===== src/rtl/uart_mon_pkg.sv =====
// uart_mon_pkg: shared types and constants for the UART receive monitor.
package uart_mon_pkg;
    typedef enum logic [2:0] {
        ST_IDLE      = 3'd0,
        ST_START     = 3'd1,
        ST_DATA      = 3'd2,
        ST_STOP      = 3'd3,
        ST_WAIT_IDLE = 3'd4
    } uart_rx_state_e;
    localparam logic [7:0] UART_LF        = 8'h0A;
    localparam int         UART_DATA_BITS = 8;
endpackage


===== src/rtl/uart_mon_fifo.sv =====
// uart_mon_fifo: synchronous FIFO with a registered head output.
module uart_mon_fifo #(
    parameter int WIDTH = 8,
    parameter int DEPTH = 16
) (
    input  logic                       clk,
    input  logic                       rst_n,
    input  logic                       push,
    input  logic [WIDTH-1:0]           din,
    input  logic                       pop,
    output logic [WIDTH-1:0]           dout,
    output logic                       full,
    output logic                       empty,
    output logic [$clog2(DEPTH):0]     count
);
    localparam int AW = $clog2(DEPTH);
    logic [WIDTH-1:0] mem [DEPTH];
    logic [AW-1:0]    wr_ptr, rd_ptr;
    logic             do_push, do_pop;
    assign full    = count == (AW+1)'(DEPTH);
    assign empty   = count == '0;
    assign do_pop  = pop && !empty;
    assign do_push = push && (!full || do_pop);
    always_ff @(posedge clk)
        if (do_push) mem[wr_ptr] <= din;
    // dout is preloaded with whatever will be the head after this edge
    always_ff @(posedge clk or negedge rst_n) begin
        if (!rst_n) begin
            wr_ptr <= '0;
            rd_ptr <= '0;
            count  <= '0;
            dout   <= '0;
        end else begin
            wr_ptr <= do_push ? wr_ptr + 1'b1 : wr_ptr;
            rd_ptr <= do_pop ? rd_ptr + 1'b1 : rd_ptr;
            count  <= count + (AW+1)'(do_push) - (AW+1)'(do_pop);
            if (do_pop)
                dout <= (count == (AW+1)'(1)) ? din : mem[rd_ptr + 1'b1];
            else if (do_push && empty)
                dout <= din;
        end
    end
endmodule


===== src/rtl/uart_rx_monitor.sv =====
// uart_rx_monitor: 8N1 UART receiver feeding a byte FIFO, with eol,
// framing-error and overflow reporting.
module uart_rx_monitor
    import uart_mon_pkg::*;
#(
    parameter int CLKS_PER_BIT = 32,
    parameter int FIFO_DEPTH   = 16
) (
    input  logic                          clk,
    input  logic                          rst_n,
    input  logic                          rx_i,
    output logic [7:0]                    m_data_o,
    output logic                          m_valid_o,
    input  logic                          m_ready_i,
    output logic [$clog2(FIFO_DEPTH):0]   count_o,
    output logic                          eol_o,
    output logic                          frame_err_o,
    output logic                          overflow_o,
    input  logic                          clear_i
);
    localparam int CW = $clog2(CLKS_PER_BIT);
    uart_rx_state_e              state;
    logic                        rx_meta, rx_sync, armed;
    logic [1:0]                  warm;
    logic [CW-1:0]               cnt;
    logic [2:0]                  bit_idx;
    logic [UART_DATA_BITS-1:0]   shreg;
    logic                        half_tick, bit_tick, push, pop, stop_err, full, empty;
    assign half_tick = cnt == CW'(CLKS_PER_BIT / 2 - 1);
    assign bit_tick  = cnt == CW'(CLKS_PER_BIT - 1);
    assign push      = state == ST_STOP && bit_tick && rx_sync;
    assign stop_err  = state == ST_STOP && bit_tick && !rx_sync;
    assign pop       = m_valid_o && m_ready_i;
    assign m_valid_o = !empty;
    // armed blocks a start until the line has been seen idle after reset,
    // so a frame in flight at reset release is never picked up mid-way
    always_ff @(posedge clk or negedge rst_n) begin
        if (!rst_n) begin
            rx_meta <= 1'b1;
            rx_sync <= 1'b1;
            warm    <= '0;
            armed   <= 1'b0;
        end else begin
            rx_meta <= rx_i;
            rx_sync <= rx_meta;
            warm    <= {warm[0], 1'b1};
            armed   <= armed | (warm[1] & rx_sync);
        end
    end
    always_ff @(posedge clk or negedge rst_n) begin
        if (!rst_n) begin
            state   <= ST_IDLE;
            cnt     <= '0;
            bit_idx <= '0;
            shreg   <= '0;
        end else begin
            cnt <= (state == ST_IDLE || (state == ST_START && half_tick) || bit_tick) ? '0 : cnt + 1'b1;
            case (state)
                ST_IDLE:      if (armed && !rx_sync) state <= ST_START;
                ST_START: begin
                    bit_idx <= '0;
                    if (half_tick) state <= rx_sync ? ST_IDLE : ST_DATA;
                end
                ST_DATA: if (bit_tick) begin
                    shreg   <= {rx_sync, shreg[UART_DATA_BITS-1:1]};
                    bit_idx <= bit_idx + 1'b1;
                    if (bit_idx == 3'(UART_DATA_BITS - 1)) state <= ST_STOP;
                end
                ST_STOP:      if (bit_tick) state <= rx_sync ? ST_IDLE : ST_WAIT_IDLE;
                ST_WAIT_IDLE: if (rx_sync) state <= ST_IDLE;
                default:      state <= ST_IDLE;
            endcase
        end
    end
    always_ff @(posedge clk or negedge rst_n) begin
        if (!rst_n) begin
            eol_o       <= 1'b0;
            frame_err_o <= 1'b0;
            overflow_o  <= 1'b0;
        end else begin
            eol_o       <= push && (!full || pop) && shreg == UART_LF;
            frame_err_o <= stop_err | (frame_err_o & !clear_i);
            overflow_o  <= (push && full && !pop) | (overflow_o & !clear_i);
        end
    end
    uart_mon_fifo #(.WIDTH(8), .DEPTH(FIFO_DEPTH)) u_fifo (
        .clk   (clk),
        .rst_n (rst_n),
        .push  (push),
        .din   (shreg),
        .pop   (pop),
        .dout  (m_data_o),
        .full  (full),
        .empty (empty),
        .count (count_o)
    );
endmodule


===== config.mk =====
export PLATFORM = sky130hd
export DESIGN_NAME = uart_rx_monitor
export DESIGN_NICKNAME = d
export VERILOG_FILES = /design/src/rtl/uart_mon_pkg.sv /design/src/rtl/uart_mon_fifo.sv /design/src/rtl/uart_rx_monitor.sv
export SDC_FILE = /design/constraint.sdc
export NUM_CORES = 1
export LEC_CHECK = 0
export ABC_AREA = 1
export BUFFER_PORTS_ARGS = -buffer_cell sky130_fd_sc_hd__buf_2
export CELL_PAD_IN_SITES_DETAIL_PLACEMENT = 0
export CELL_PAD_IN_SITES_GLOBAL_PLACEMENT = 1
export CORE_MARGIN = 2
export CORE_UTILIZATION = 45
export CTS_BUF_LIST = sky130_fd_sc_hd__clkbuf_8
export CTS_CLUSTER_SIZE = 20
export DETAILED_ROUTE_END_ITERATION = 7
export GPL_TIMING_DRIVEN = 0
export HOLD_SLACK_MARGIN = 0.12
export PLACE_DENSITY = 0.85
export SYNTH_ARGS = -nofsm -noshare
export SYNTH_HDL_FRONTEND = slang
export SYNTH_HIERARCHICAL = 1
export SYNTH_SLANG_ARGS = --single-unit

===== constraint.sdc =====
create_clock -name clk -period 7.59 [get_ports clk]
set_input_delay 0 -clock clk [delete_from_list [all_inputs] [get_ports clk]]
set_output_delay 0 -clock clk [all_outputs]
set_load 0.01 [all_outputs]

==> out/results.tsv <==
stage	metric	value	unit
logic_synthesis	Synth Warn #	6	
cts	total setup buffers inserted after CTS	0	
logic_synthesis	sequential share of the synthesized area	0.636	
pwr	Peak supply drop	185	uV
timing	Max Transition Viols Final	0	
route	drt wl/cell	15.7	um
layout	Ant. Diodes	0	
setup_path	critical setup path kind	flip-flop to flip-flop	
logic_synthesis	cell taking the most area after synthesis	edfxtp_1	
logic_synthesis	Post-synth EDFFs	128	
outcome	status	finished, final reports clean	
setup_path	Crit. End Element	flip-flop	
logic_synthesis	Synth Instances	806	
cts	CTS tree	yes	
route	Initial DRT Pass Iterations	7	
floorplan	Die W	137	um
pwr	Lkg Pwr	4.07	nW
setup_path	Setup crit start	cnt[0]	
pwr	power per cell area	328	nW/um^2
setup_path	Worst EP arrival	3.37	ns
global_route	initial antenna violation count	0	
hold_path	Worst Hold Class	input port to flip-flop	
route	Vias/cell	4.93	
route	DRC Markers	0	
timing	# setup viols final	0	
timing	worst rel slew slack	0.253	
logic_synthesis	Post-Syn Area per Cell	9.85	sq um
logic_synthesis	Main synth FF type	edfxtp_1	
setup_path	worst flop-to-flop path startpoint	cnt[0]	
layout	most common cell after layout, fill and taps aside	nand2_1	
timing	Worst Skew	0.0177	ns
logic_synthesis	synth unique cells	36	
floorplan	Initial Util	0.459	
route	Final ANT Viol Nets	0	
layout	Synth-to-Final Area Change	10.5	%
placed_design	buffers added on ports	21	
timing	Hold Vio Cnt, Final	0	
floorplan	row cnt	48	
logic_synthesis	Synth area leaders	edfxtp_1 48%, dfrtp_1 14%, nand2_1 13%	
layout	most frequent cells in the layout	281 x nand2_1, 128 x edfxtp_1, 120 x inv_1	
pwr	Tot Pwr	0.00288	W
cts	H-tree depth	4	
cts	Worst-path clk slew	0.09	ns
logic_synthesis	Async SR Flop Fraction	0.273	
logic_synthesis	Post-Syn Nets	827	
global_route	vias in the first global route	4990	
cts	TritonCTS Buffers	17	
logic_synthesis	share of the synthesized area in the top cell type	0.484	
floorplan	die area	18700	sq um
layout	Finished Cell Area	8770	sq um
cts	worst skew pair latency	0.46	ns
global_route	first-pass GRT wire length	26.6	mm
route	final wirelength	17.1	mm
timing	RSZ-0062 raised after global routing	false	
floorplan	core area	17300	sq um
hold_path	min-delay src	rx_i	
layout	Final Util	0.507	
setup_path	Worst Path Required	7.97	ns
layout	fill cell count	1577	
placed_design	Placed Area	8330	sq um
timing	fin crit period	2.98	ns
timing	Worst Tran Pin Value	1.12	ns
placed_design	DP HPWL	11.5	mm
layout	layout cell share with drive strength beyond 1	0.106	
logic_synthesis	mapped cell area	7940	sq um
logic_synthesis	number of synthesized register bits	176	
layout	Post-layout nets	872	
global_route	Total GRT Usage	0.195	
timing	fin crit share	0.393	
global_route	largest net degree at the start of global routing	49	
floorplan	I/O pin cnt	22	
floorplan	Die Y-Extent	137	um
route	DRT iter0 DRCs	489	
route	total number of vias	5371	
timing	Fin Setup TNS	0	ns
setup_path	crit path launch type	flip-flop	
cts	Bufs on Longest Clock Path	2	
timing	f_max	335	MHz
global_route	GRT overflow	0	
setup_path	Worst Path Max Fanout	10	
job	MaxCap Viol Count	0	
cts	clk root buf	clkbuf_8	
placed_design	gpl congestion	0.861	
cts	clk sinks	176	
cts	post-CTS sizing	0	
==> state kept, by name, indices dropped and copies added (netlist names) <==
name,cells
u_fifo/count,5
state,3
u_fifo/mem,128
warm,2
rx_sync,1
bit_idx,3
overflow_o,1
rx_meta,1
cnt,5
armed,1
u_fifo/rd_ptr,4
u_fifo/wr_ptr,4
frame_err_o,1
eol_o,1
shreg,8
u_fifo/dout,8
==> metal layers <==
layer / wire [um] / part of all wire / vias to the layer above / track usage
li1: - / - / 2668 / -
met1: 7490 / 0.44 / 2517 / 0.264
met2: 8300 / 0.49 / 155 / 0.316
met3: 905 / 0.053 / 31 / 0.0433
met4: 386 / 0.023 / 0 / 0.0630
met5: 0 / 0 / - / 0
==> cell families (layout without fill, tap and decap cells) <==
kind of cell,Yosys count,after routing,share of synthesized area
compound gates,23,23,0.0159
buf+inv,148,206,0.0775
flops,176,176,0.636
simple gates,430,430,0.228
xor+xnor,11,11,0.0150
fa+ha+maj,16,16,0.0262
mux,1,1,0.00126
other cells,1,1,0.000472
==> final timing paths <==
path	end	slack, ns	cells after the start
setup / recovery	u_fifo/count[4]	4.61	16
hold / removal	rx_meta	0.18	2
setup reg to reg	u_fifo/count[4]	4.61	16
hold reg to reg	warm[1]	0.36	0
max in group asynchronous	u_fifo/rd_ptr[2]	6.59	2
min in group asynchronous	u_fifo/dout[7]	0.29	2
==> critical path, cell delays in order (launching register included) <==
cell and delay [ns]:
dfrtp_1 0.41, ha_1 0.22, nand2_1 0.10, nor2_1 0.06, ha_1 0.23, nand3_1 0.16
inv_1 0.10, nand2_1 0.14, clkinv_1 0.25, nand2_1 0.12, nand2_1 0.06, ha_1 0.20
fa_1 0.41, a21oi_1 0.14, nor2_1 0.06, nor2_1 0.11, xor2_1 0.15
==> cells in the mapped netlist, types with 4 or more instances <==
cell	n
dfrtp_1	46
o21ai_0	14
buf_2	15
edfxtp_1	128
xor2_1	8
ha_1	15
inv_1	119
nor2_1	31
clkbuf_1	4
nand3_1	103
nand2_1	281
==> through the flow <==
stage | worst slack [ns] | instances | hold WS (ns)
2_1_floorplan | 5.03 | 806 | -0.296
3_3_place_gp | 4.68 | 1052 | 0.105
3_5_place_dp | 4.63 | 1052 | 0.107
4_1_cts | 4.59 | 1089 | 0.149
5_1_grt | 4.33 | 1089 | 0.155
6_report | 4.61 | 1089 | 0.179
==> report_power, final <==
group	switching, W	total (W)	internal, W
clock network	0.000331	0.000643	0.000312
registers	0.0000519	0.00113	0.00108
logic	0.000735	0.00111	0.000372
==> final cells by class <==
class / instances / area [sq um] / area share
buffer: 25 / 154 / 0.0175
inverter: 123 / 462 / 0.0526
timing repair buffer: 26 / 155 / 0.0177
multi-input combinational: 482 / 2280 / 0.260
clock buffer: 19 / 262 / 0.0298
clock inverter: 13 / 133 / 0.0151
tap: 225 / 282 / 0.0321
sequential: 176 / 5050 / 0.575
==> timing repair <==
| item | in CTS | in global routing |
|---|---|---|
| hold buffers | 5 | 0 |
| endpoints found under the setup margin | 0 | 0 |
| endpoints found under the hold margin | 51 | 0 |
Note: power is estimated with default switching activity, not from simulation.
